$ cat config.mk
export PLATFORM = sky130hd
export DESIGN_NAME = dirty_sweep_engine
export DESIGN_NICKNAME = d
export VERILOG_FILES = /design/src/rtl/dirty_sweep_engine.sv
export SDC_FILE = /design/constraint.sdc
export NUM_CORES = 1
export LEC_CHECK = 0
export BUFFER_PORTS_ARGS = -buffer_cell sky130_fd_sc_hd__buf_2
export CORE_UTILIZATION = 48
export DETAILED_ROUTE_END_ITERATION = 10
export PLACE_DENSITY = 0.76
export SLEW_MARGIN = 10
export SYNTH_ARGS = -nofsm -noshare
export SYNTH_HDL_FRONTEND = slang
export SYNTH_SLANG_ARGS = --single-unit
$ cat constraint.sdc
create_clock -name clk0 -period 2.2 [get_ports clk0]
set_input_delay 0.44 -clock clk0 [delete_from_list [all_inputs] [get_ports clk0]]
set_output_delay 0.44 -clock clk0 [all_outputs]
set_load 0.02 [all_outputs]
$ cat src/rtl/dirty_sweep_engine.sv
// dirty_sweep_engine
//
// Walks every set of a dual-port flip-flop metadata array through port 0 and
// offers each set with any dirty bit set as an evict record. Once a record is
// accepted, the dirty bits of that set are cleared with a port-0 write. Port 1
// belongs to the cache datapath and is only snooped here. If a cache write
// touches the current set while the engine is between reading it and clearing
// it, the clear is skipped and the set is read again. This means a concurrent
// update is never overwritten, and the two ports never write the same address
// in the same cycle.
//
// Ports
//   clk0, rst0              clock, synchronous active-high reset
//   start                   one-cycle sweep request (only honoured when idle)
//   busy, done              sweep in progress / one-cycle completion pulse
//   arr_csb0, arr_web0      port-0 select and write enable (active low)
//   arr_addr0, arr_din0     port-0 address and write data
//   arr_dout0               port-0 read data, valid the cycle after a read
//   snoop_csb1, snoop_web1  copies of the cache's port-1 select / write enable
//   snoop_addr1             copy of the cache's port-1 address
//   evict_valid/ready       record handshake
//   evict_index, evict_data set index and entry value of the record
module dirty_sweep_engine #(
  parameter int               S_INDEX    = 4,
  parameter int               WIDTH      = 1,
  parameter logic [WIDTH-1:0] DIRTY_MASK = '1
) (
  input  logic               clk0,
  input  logic               rst0,
  input  logic               start,
  output logic               busy,
  output logic               done,
  output logic               arr_csb0,
  output logic               arr_web0,
  output logic [S_INDEX-1:0] arr_addr0,
  output logic [WIDTH-1:0]   arr_din0,
  input  logic [WIDTH-1:0]   arr_dout0,
  input  logic               snoop_csb1,
  input  logic               snoop_web1,
  input  logic [S_INDEX-1:0] snoop_addr1,
  output logic               evict_valid,
  input  logic               evict_ready,
  output logic [S_INDEX-1:0] evict_index,
  output logic [WIDTH-1:0]   evict_data
);

  localparam int                 NUM_SETS = 2 ** S_INDEX;
  localparam logic [S_INDEX-1:0] LAST_IDX = S_INDEX'(NUM_SETS - 1);

  typedef enum logic [2:0] {
    ST_IDLE,
    ST_READ,
    ST_CHECK,
    ST_EMIT,
    ST_CLEAR,
    ST_DONE
  } state_t;

  state_t               r_state;
  logic [S_INDEX-1:0]   r_idx;
  logic                 r_conflict;
  logic [S_INDEX-1:0]   r_evict_index;
  logic [WIDTH-1:0]     r_evict_data;

  state_t               w_state_next;
  logic [S_INDEX-1:0]   w_idx_next;
  logic                 w_conflict_next;
  logic [S_INDEX-1:0]   w_evict_index_next;
  logic [WIDTH-1:0]     w_evict_data_next;

  logic                 w_snoop_hit;
  logic                 w_is_dirty;
  logic                 w_last;

  // Cache write to the set currently being processed.
  assign w_snoop_hit = !snoop_csb1 && !snoop_web1 && (snoop_addr1 == r_idx);
  assign w_is_dirty  = (arr_dout0 & DIRTY_MASK) != '0;
  assign w_last      = (r_idx == LAST_IDX);

  // Status and record outputs decode from state or come straight from registers.
  assign busy        = (r_state != ST_IDLE);
  assign done        = (r_state == ST_DONE);
  assign evict_valid = (r_state == ST_EMIT);
  assign evict_index = r_evict_index;
  assign evict_data  = r_evict_data;

  always_ff @(posedge clk0) begin
    if (rst0) begin
      r_state       <= ST_IDLE;
      r_idx         <= '0;
      r_conflict    <= 1'b0;
      r_evict_index <= '0;
      r_evict_data  <= '0;
    end else begin
      r_state       <= w_state_next;
      r_idx         <= w_idx_next;
      r_conflict    <= w_conflict_next;
      r_evict_index <= w_evict_index_next;
      r_evict_data  <= w_evict_data_next;
    end
  end

  always_comb begin
    w_state_next       = r_state;
    w_idx_next         = r_idx;
    w_conflict_next    = r_conflict;
    w_evict_index_next = r_evict_index;
    w_evict_data_next  = r_evict_data;
    arr_csb0           = 1'b1;
    arr_web0           = 1'b1;
    arr_addr0          = r_idx;
    arr_din0           = '0;

    unique case (r_state)
      ST_IDLE: begin
        if (start) begin
          w_idx_next   = '0;
          w_state_next = ST_READ;
        end
      end

      ST_READ: begin
        arr_csb0     = 1'b0;
        w_state_next = ST_CHECK;
        if (w_snoop_hit) w_conflict_next = 1'b1;
      end

      ST_CHECK: begin
        if (w_is_dirty) begin
          w_evict_index_next = r_idx;
          w_evict_data_next  = arr_dout0;
          w_state_next       = ST_EMIT;
          if (w_snoop_hit) w_conflict_next = 1'b1;
        end else begin
          // Advance: a clean set leaves nothing pending, so drop any conflict.
          w_conflict_next = 1'b0;
          if (w_last) begin
            w_state_next = ST_DONE;
          end else begin
            w_idx_next   = r_idx + S_INDEX'(1);
            w_state_next = ST_READ;
          end
        end
      end

      ST_EMIT: begin
        if (w_snoop_hit) w_conflict_next = 1'b1;
        if (evict_ready) w_state_next = ST_CLEAR;
      end

      ST_CLEAR: begin
        w_conflict_next = 1'b0;
        // The snoop term is the only combinational input-to-port-0 path: a cache
        // write landing in this very cycle must also block the clear.
        if (r_conflict || w_snoop_hit) begin
          w_state_next = ST_READ;
        end else begin
          arr_csb0 = 1'b0;
          arr_web0 = 1'b0;
          arr_din0 = r_evict_data & ~DIRTY_MASK;
          if (w_last) begin
            w_state_next = ST_DONE;
          end else begin
            w_idx_next   = r_idx + S_INDEX'(1);
            w_state_next = ST_READ;
          end
        end
      end

      ST_DONE: begin
        w_state_next = ST_IDLE;
      end

      default: begin
        w_state_next = ST_IDLE;
      end
    endcase
  end

endmodule

==> impl_metrics.json, run 1 <==
{
  "cts_inserted_buffers": 3,
  "endpoint_kind": "output port",
  "leakage_nw": 0.4830,
  "grt_pass1_wl_microns": 3174,
  "endpoint": "arr_csb0",
  "start_kind": "register",
  "cts_root_buf": "clkbuf_4",
  "period_share_pct": 99.91,
  "min_path_type": "primary input to register",
  "crit_slowest_cell": "or4_4",
  "grt_max_degree": 16,
  "synth_seq_cells": 13,
  "drt_pass1_iterations": 4,
  "ys_warn_count": 0,
  "synth-compound-area-share_pct": 20.45,
  "die_w_microns": 42.40,
  "synth_mux_area_share_pct": 5.112,
  "path_cells": "xor2_1 > nor3_2 > nor4b_4 > or4_4 > a21boi_2 > buf_4",
  "finalSetupViolCount": 0,
  "synth_cell_types": 42,
  "fin_crit_ns": 2.198,
  "maxSlewViolCount": 0,
  "yosysTopAreaCellShare_pct": 33.23,
  "critPathLaunch": "arr_addr0[0]$_SDFFE_PP0P_",
  "max_freq_mhz": 455.0,
  "synth_top_area_cell": "dfxtp_1",
  "track_usage_pct": 22.99,
  "min_from": "evict_ready",
  "use_met2_pct": 41.23,
  "drive_gt1_share_pct": 39.06,
  "insertedDiodeCount": 0,
  "cts_tree": "built",
  "fin_skew_ns": 0.003772,
  "yosysSeqAreaShare_pct": 33.23,
  "hpwl_microns": 1374,
  "avgSynthCellArea_sq_um": 8.245,
  "first_global_vias": 781,
  "syn-cell-area_sq_um": 783.3,
  "finalWeightedCongestion": 0.8180,
  "cp.arrival_ns": 1.76,
  "reg2regPathDepth": 7,
  "io_pins": 26,
  "finalHoldViolCount": 0,
  "coreArea_sq_um": 1506,
  "drc": 0,
  "overflow": 0,
  "grt_use_met3_pct": 2.586,
  "syn_nets": 107,
  "die-area_sq_um": 1797,
  "drtIter0Drc": 24,
  "port_buffers": 24,
  "hold_buffers": 0,
  "grt_setup_unrepaired": "yes",
  "cpPeakStageDelay_ns": 0.42,
  "path_max_fanout": 3,
  "finalNetCount": 141,
  "total_power_mw": 0.5106,
  "antenna_found_initial": 0,
  "synth-simple-area-share_pct": 30.67,
  "required_ns": 1.76,
  "max_cap_viol_count": 0,
  "start_util_pct": 51.99,
  "final_cells": 144,
  "die_h_microns": 42.40,
  "cts_sinks": 13,
  "peakVddDrop_uv": 418.0,
  "postRouteAntennaNets": 0,
  "wirelength_microns": 1901,
  "r2r_start": "arr_addr0[0]$_SDFFE_PP0P_",
  "power_density_nw_per_um2": 486.9,
  "clk_latency_ns": 0.27,
  "routed_via_density": 5.694,
  "dp_cells": 139,
  "synthAdderAreaFrac_pct": 1.597,
  "status": "finished clean",
  "synth_top_family_by_area": "simple AND/OR/NAND/NOR gates",
  "synthToLayoutAreaGrowth_pct": 33.87,
  "htree_levels": 1,
  "grt_use_met1_pct": 27.49,
  "synthCells": 95,
  "ff2ff_setup_slack_ns": 0.10,
  "rows": 14,
  "clock_path_buffers": 2,
  "rr_endpoint": "arr_addr0[0]$_SDFFE_PP0P_",
  "vias": 820,
  "wl_per_cell_microns": 13.20,
  "synth.area.top_cells": "dfxtp_1 33%, nor2_1 6.7%, mux2i_1 5.1%",
  "yosys.area_share.xor_xnor_pct": 4.473,
  "top_usage_layer": "met2",
  "critical_path_class": "register to output port",
  "cts.clk_slew.worst_paths_ns": 0.08
}
==> stage by stage <==
step                area, sq um  utilization (%)  setup TNS, ns  hold slack, ns  setup slack (ns)
floorplan                 787.0                -              0          0.4792           0.06009
global placement          970.9            64.45        -0.1068          0.4468          -0.07774
detailed placement        970.9            64.45        -0.1448          0.4553           -0.1018
CTS                        1039            68.94              0          0.3691           0.01381
global route               1049            69.60       -0.09611          0.3889          -0.06596
finish                     1049            69.60              0          0.3693          0.002019
==> flip-flops by register name (all words and copies together) (netlist names) <==
register and flops:
arr_addr0 4, evict_index 4, r_state 3, evict_data 1
r_conflict 1
==> power by group <==
| part | leakage, nW | internal [mW] | switching [mW] |
|---|---|---|---|
| sequential | 0.107 | 0.242 | 0.00434 |
| clock | 0.0150 | 0.0702 | 0.0766 |
| combinational | 0.361 | 0.0486 | 0.0688 |
| total | 0.483 | 0.361 | 0.150 |
==> metal layers <==
layer	vias to the layer above	share of wire [%]	routed length [microns]
met1	378	44	842
met4	0	0.47	9
li1	402	-	-
met5	-	0	0
met2	38	50	942
met3	2	5.6	106
==> cell usage after synthesis (all sizes together) <==
cell,n
nor2,14
dfxtp,13
a21oi,5
mux2i,4
xor2,4
and2,3
clkbuf,3
nand2b,3
nor2b,3
nor3,3
o21ai,3
a21boi,2
a21o,2
and3,2
buf,2
inv,2
nand2,2
nand3,2
nor4,2
or3,2
a211oi,1
a221oi,1
a22oi,1
a31o,1
and2b,1
and4,1
conb,1
ha,1
nor4b,1
o211ai,1
o22a,1
o311ai,1
o31ai,1
o32a,1
o41ai,1
or2,1
or2b,1
or3b,1
or4,1
==> layout by cell type (no fill, tap or decap), types with 2 or more instances in the layout <==
cell,netlist,routed
nor4_1,2,2
dfxtp_2,0,3
nor2b_1,3,3
buf_2,1,22
inv_1,2,2
nand3_1,2,2
nor2_1,14,14
o21ai_0,3,3
mux2i_1,4,4
nand2b_1,3,3
and2_1,3,3
and3_1,2,2
or3_1,2,2
dfxtp_1,13,10
nand2_1,2,2
clkbuf_4,0,3
a21oi_1,5,5
buf_4,1,12
nor3_1,3,2
xor2_1,4,3
==> what timing repair did <==
action,4_1_cts,5_1_grt
setup buffers,1,0
resized for setup,8,3
pin swaps,4,1
setup endpoints to repair,2,3
==> kinds of logic after synthesis <==
| group | Yosys count |
|---|---|
| and+or+nand+nor | 43 |
| AOI/OAI and AO/OA | 22 |
| DFF | 13 |
| buffers and inverters | 7 |
| xor gates and xnor gates | 4 |
| muxes | 4 |
| adders and majority gates | 1 |
| other | 1 |
==> cell type report <==
| class | instances | area [sq um] |
|---|---|---|
| well taps | 16 | 20.02 |
| fillers | 133 | 457.9 |
| clock buffers | 4 | 26.28 |
| repair buffers | 34 | 200.2 |
| inverters | 2 | 7.507 |
| flip-flops and latches | 13 | 264.0 |
| multi-input cells | 75 | 530.5 |
==> worst max-delay path: cells and delay by family (launching register included) <==
family,cells,cell delay (ns)
buffers and inverters,1,0.15
DFF,1,0.35
AOI/OAI and AO/OA,1,0.17
and+or+nand+nor,3,0.64
xor gates and xnor gates,1,0.18
==> how the worst min path moves through the flow <==
stage               slack (ns)                      end  cells past startpoint
CTS                       0.37  r_state[0]$_SDFFE_PP0P_                      2
global route              0.39  r_state[0]$_SDFFE_PP0P_                      2
floorplan                 0.48  r_conflict$_SDFFE_PP0P_                      2
global placement          0.45  evict_data$_SDFFE_PP0P_                      2
detailed placement        0.46  evict_data$_SDFFE_PP0P_                      2
finish                    0.37  r_state[0]$_SDFFE_PP0P_                      2
Note: power is estimated with default switching activity, not from simulation.
==> inputs of run 2 (changes only) <==
- ABC_AREA: default -> 0
- CAP_MARGIN: default -> 20
- CELL_PAD_IN_SITES_DETAIL_PLACEMENT: default -> 0
- CELL_PAD_IN_SITES_GLOBAL_PLACEMENT: default -> 2
- CORE_UTILIZATION: 48 -> 27
- PLACE_DENSITY: 0.76 -> default
- PLACE_DENSITY_LB_ADDON: default -> 0.1
==> run 2 against run 1 <==
  * Wire length up 13%
  * Cell count up 14%
  * First-iteration DRC count down 50%
  * Critical endpoint unchanged
  * Sequential power about the same
  * Clock power up 5%
==> impl_metrics.json, run 2 (same netlist as run 1, synthesis figures left out) <==
{
  "cts_inserted_buffers": 3,
  "final_cell_mix": "22 x buf_2, 16 x buf_4, 14 x nor2_1, 9 x dfxtp_1, 5 x a21oi_1",
  "r2r_start": "arr_addr0[0]$_SDFFE_PP0P_",
  "first_global_vias": 836,
  "wirelength_microns": 2155,
  "peakVddDrop_uv": 377.6,
  "wl_per_cell_microns": 13.14,
  "drtIter0Drc": 12,
  "overflow": 0,
  "final_cells": 164,
  "period_share_pct": 98.50,
  "drc": 0,
  "die_h_microns": 55.86,
  "max_freq_mhz": 461.4,
  "vias": 819,
  "finalHoldViolCount": 0,
  "die-area_sq_um": 3120,
  "finalNetCount": 146,
  "min_from": "evict_ready",
  "status": "finished clean",
  "grt_max_degree": 16,
  "path_max_fanout": 8,
  "leakage_nw": 0.5144,
  "finalWeightedCongestion": 0.7284,
  "finalSetupViolCount": 0,
  "die_w_microns": 55.86,
  "routed_via_density": 4.994,
  "dp_cells": 156,
  "whs_ns": 0.3644,
  "required_ns": 1.76,
  "critical_path_class": "register to output port",
  "cts_tree": "built",
  "io_pins": 26,
  "fin_skew_ns": 0.004564,
  "start_util_pct": 28.40,
  "clk_latency_ns": 0.29,
  "maxSlewViolCount": 0,
  "final_common_cell": "buf_2",
  "antenna_found_initial": 0,
  "grt_pass1_wl_microns": 3808,
  "track_usage_pct": 15.77,
  "rows": 19,
  "setup_tns_ns": 0,
  "fin_crit_ns": 2.167,
  "max_cap_viol_count": 0,
  "grt_setup_unrepaired": "yes",
  "cts_sinks": 13,
  "htree_levels": 1,
  "start_kind": "register",
  "cts.clk_slew.worst_paths_ns": 0.08,
  "hold_buffers": 0,
  "power_density_nw_per_um2": 467.5,
  "cts_root_buf": "clkbuf_4",
  "critPathLaunch": "r_state[2]$_SDFFE_PP0P_",
  "port_buffers": 24,
  "cp.arrival_ns": 1.73,
  "min_path_type": "primary input to register",
  "endpoint_kind": "output port",
  "relSlewSlack_pct": 64.61,
  "postRouteAntennaNets": 0,
  "worstMarginPinSlew_ns": 0.5290,
  "hpwl_microns": 1587,
  "coreArea_sq_um": 2758,
  "insertedDiodeCount": 0,
  "synthToLayoutAreaGrowth_pct": 42.33,
  "fillerInstances": 298,
  "drive_gt1_share_pct": 42.11,
  "clock_path_buffers": 2,
  "drt_pass1_iterations": 4
}
[run 2: power by group]
| part | switching [mW] | total [mW] | internal [mW] |
|---|---|---|---|
| clock | 0.0838 | 0.154 | 0.0706 |
| combinational | 0.0687 | 0.121 | 0.0524 |
| sequential | 0.00524 | 0.246 | 0.240 |
[run 2: final cells by class]
| type | count | area [sq um] | area share, % |
|---|---|---|---|
| timing repair buffer | 39 | 241.5 | 21.66 |
| multi-input combinational | 75 | 530.5 | 47.59 |
| tap | 31 | 38.79 | 3.479 |
| clock buffer | 4 | 26.28 | 2.357 |
| sequential | 13 | 270.3 | 24.24 |
| inverter | 2 | 7.507 | 0.6734 |
[run 2: timing repair]
action,in CTS,in global routing
resized for setup,12,3
pin swaps,5,4
hold endpoints to repair,0,0
setup endpoints to repair,2,4
buffers inserted,3,1
[run 2: metal layers]
layer | vias to the layer above | wire length (microns) | global-route usage, %
li1 | 417 | - | -
met1 | 372 | 1099 | 21.47
met2 | 24 | 914 | 23.75
met3 | 6 | 88 | 2.791
met4 | 0 | 52 | 8.362
met5 | - | 0 | 0
[run 2: path summary, 6_finish.rpt]
path                          endpoint  slack, ns  depth (start not counted)
max                           arr_csb0       0.03                          4
min            r_state[0]$_SDFFE_PP0P_       0.36                          2
max reg2reg  arr_addr0[0]$_SDFFE_PP0P_       0.17                          7
min reg2reg    evict_data$_SDFFE_PP0P_       0.48                          2
[run 2: stage by stage]
| stage | setup WS [ns] | area [sq um] | util (%) | total power, mW |
|---|---|---|---|---|
| after floorplan | 0.06009 | 787.0 | - | 0.3213 |
| after global placement | -0.09713 | 1005 | 36.43 | 0.3590 |
| after detailed placement | -0.1464 | 1005 | 36.43 | 0.3595 |
| after CTS | 0.006166 | 1101 | 39.93 | 0.5252 |
| after global routing | -0.04659 | 1115 | 40.43 | 0.5558 |
| final | 0.03291 | 1115 | 40.43 | 0.5212 |
[run 2: critical path, stage by stage (launching register included)]
cell	delay [ns]
dfxtp_4	0.39
or2b_1	0.27
or4_4	0.48
a21boi_2	0.17
buf_6	0.13
==> inputs of run 3 (changes only) <==
- ABC_AREA: 0 -> 1
- CORE_UTILIZATION: 27 -> 25
==> run 3 against run 2 <==
  * The flow now finishes with violations (DRC)
  * Sequential power rose by 16%
  * Synthesized area is 0.16% higher
  * Synthesized cell count up 25%
  * Utilization fell by 6.7 points
  * Setup slack improved by 0.17 ns
  * Register-to-register slack gained 0.62 ns
  * Global-route usage shrank 3.7 points
  * Hold slack better by 0.060 ns
  * Maximum frequency increased by 8.3%
==> impl_metrics.json, run 3 <==
{
  "min_from": "rst0",
  "synthTopCellsByCount": "23 x nand2_1, 18 x inv_1, 14 x nor2_1",
  "leakage_nw": 0.5108,
  "overflow": 0,
  "routed_via_density": 4.441,
  "final_cells": 177,
  "async_reset_ff_share_pct": 0,
  "fin_skew_ns": 0.009405,
  "drc": 1,
  "htree_levels": 1,
  "synth_mux_area_share_pct": 0,
  "finalWeightedCongestion": 0.7769,
  "synth_top_family_by_area": "simple AND/OR/NAND/NOR gates",
  "cp.arrival_ns": 1.56,
  "switching_share_pct": 39.67,
  "wirelength_microns": 1842,
  "postRouteAntennaNets": 0,
  "path_max_fanout": 6,
  "max_cap_viol_count": 0,
  "maxSlewViolCount": 0,
  "pwr-share-seq_pct": 41.0,
  "clk_latency_ns": 0.28,
  "vias": 786,
  "cts_setup_buffers": 0,
  "start_util_pct": 27.50,
  "synthAdderAreaFrac_pct": 1.595,
  "port_buffers": 24,
  "dp_cells": 173,
  "finalHoldViolCount": 0,
  "die-area_sq_um": 3366,
  "syn_nets": 131,
  "cts.clk_slew.worst_paths_ns": 0.09,
  "setup_tns_ns": 0,
  "final_common_cell": "buf_2",
  "hold_end": "arr_addr0[1]$_SDFFE_PP0P_",
  "hold_buffers": 0,
  "start_kind": "register",
  "track_usage_pct": 12.12,
  "status": "finished, violations left",
  "peakVddDrop_uv": 252.6,
  "ys_warn_count": 0,
  "ff2ff_setup_slack_ns": 0.79,
  "grt_setup_unrepaired": "no",
  "yosysSeqAreaShare_pct": 33.17,
  "final_cell_mix": "24 x buf_2, 23 x nand2_1, 18 x inv_1, 14 x nor2_1, 12 x dfxtp_1",
  "clock_path_buffers": 2,
  "die_h_microns": 58.02,
  "drtIter0Drc": 35,
  "yosysTopAreaCellShare_pct": 33.17,
  "synth_top_area_cell": "dfxtp_1",
  "syn-cell-area_sq_um": 784.5,
  "cts_inserted_buffers": 3,
  "die_w_microns": 58.02,
  "fin_crit_ns": 2.000,
  "first_global_vias": 704,
  "cts_sinks": 13,
  "finalSetupViolCount": 0,
  "min_path_type": "primary input to register",
  "synth-compound-area-share_pct": 11.96,
  "grt_pass1_wl_microns": 3098,
  "synth_edf_count": 0,
  "p_sw_mw": 0.2766,
  "clockPowerShare_pct": 21.9,
  "violations": "DRC",
  "power_density_nw_per_um2": 723.7,
  "cts_root_buf": "clkbuf_4",
  "reg2regPathDepth": 10,
  "grt_max_degree": 10,
  "max_freq_mhz": 499.9,
  "endpoint_kind": "output port",
  "drive_gt1_share_pct": 30.14,
  "whs_path_depth": 2,
  "r2r_start": "arr_addr0[0]$_SDFFE_PP0P_",
  "finalNetCount": 159,
  "period_share_pct": 90.92,
  "coreArea_sq_um": 2853,
  "synth-simple-area-share_pct": 40.03,
  "io_pins": 26,
  "synthMostInstantiatedCell": "nand2_1",
  "synthCells": 119,
  "required_ns": 1.76,
  "cts_tree": "built",
  "avgSynthCellArea_sq_um": 6.592,
  "hpwl_microns": 1525,
  "rr_endpoint": "arr_addr0[1]$_SDFFE_PP0P_",
  "critical_path_class": "register to output port",
  "synth.area.top_cells": "dfxtp_1 33%, nand2_1 11%, inv_1 8.6%",
  "drt_pass1_iterations": 8,
  "synth_flop_cell": "dfxtp_1",
  "synthToLayoutAreaGrowth_pct": 22.81,
  "rows": 19,
  "wl_per_cell_microns": 10.41,
  "synth_cell_types": 24,
  "internal_power_mw": 0.4206,
  "antenna_found_initial": 0,
  "yosys.area_share.xor_xnor_pct": 2.233,
  "insertedDiodeCount": 0,
  "pwr-share-comb_pct": 37.1,
  "synth_seq_cells": 13
}
==> run 3: logic make-up after synthesis <==
| kind of cell | count (synthesis) |
|---|---|
| xor gates and xnor gates | 2 |
| other | 1 |
| AOI/OAI and AO/OA | 16 |
| adders and majority gates | 1 |
| and+or+nand+nor | 65 |
| buffers and inverters | 21 |
| DFF | 13 |
==> run 3: worst max-delay path by stage <==
stage | start | endpoint | slack (ns) | depth (start not counted)
after floorplan | arr_addr0[2]$_SDFFE_PP0P_ | arr_csb0 | 0.49 | 8
after global placement | snoop_web1 | arr_csb0 | 0.42 | 9
after detailed placement | snoop_web1 | arr_csb0 | 0.38 | 9
after CTS | arr_addr0[2]$_SDFFE_PP0P_ | arr_csb0 | 0.1 | 9
after global routing | arr_addr0[1]$_SDFFE_PP0P_ | arr_csb0 | 0.03 | 9
final | arr_addr0[1]$_SDFFE_PP0P_ | arr_csb0 | 0.20 | 9
==> run 3: routing by layer <==
metal	up-vias	wire (microns)	share of wire, %	track usage, %
li1	426	-	-	-
met1	340	927	50	16.69
met3	2	106	5.8	4.464
met2	18	797	43	17.90
met5	-	0	0	0
met4	0	11	0.60	3.061
==> run 3: area by class of cell <==
type	instances	area [sq um]
timing repair buffer	24	120.1
tap	31	38.79
fill	328	1889
sequential	13	261.5
inverter	20	75.07
multi-input combinational	85	441.7
clock buffer	4	26.28
==> run 3: timing repair <==
action	4_1_cts	5_1_grt
endpoints found under the setup margin	0	1
gates resized for setup	0	1
hold endpoints to repair	0	0
==> run 3: stage by stage <==
stage | total power [mW] | cell area (sq um) | worst slack (ns) | util, % | hold slack [ns]
2_1_floorplan | 0.4814 | 784.5 | 0.4945 | - | 0.4553
3_3_place_gp | 0.5588 | 935.9 | 0.4210 | 32.81 | 0.4497
3_5_place_dp | 0.5535 | 935.9 | 0.3776 | 32.81 | 0.4631
4_1_cts | 0.7129 | 962.2 | 0.09598 | 33.73 | 0.4155
5_1_grt | 0.7564 | 963.4 | 0.03012 | 33.77 | 0.4158
6_report | 0.6973 | 963.4 | 0.1997 | 33.77 | 0.4243
==> run 3: worst max-delay path: stages, from the launching register on <==
cell     delay [ns]
dfxtp_1        0.40
inv_1          0.09
nand2_1        0.06
nand2_1        0.06
nor2_1         0.11
nand3_2        0.11
nand2_2        0.10
nand2_4        0.07
o21ai_0        0.08
buf_2          0.19
==> run 3: power by group through the flow <==
stage	clock, mW	combinational (mW)	sequential, mW
floorplan	0	0.174	0.308
finish	0.153	0.259	0.286
detailed placement	0	0.262	0.292
global route	0.171	0.294	0.291
global placement	0	0.267	0.292
CTS	0.164	0.262	0.286
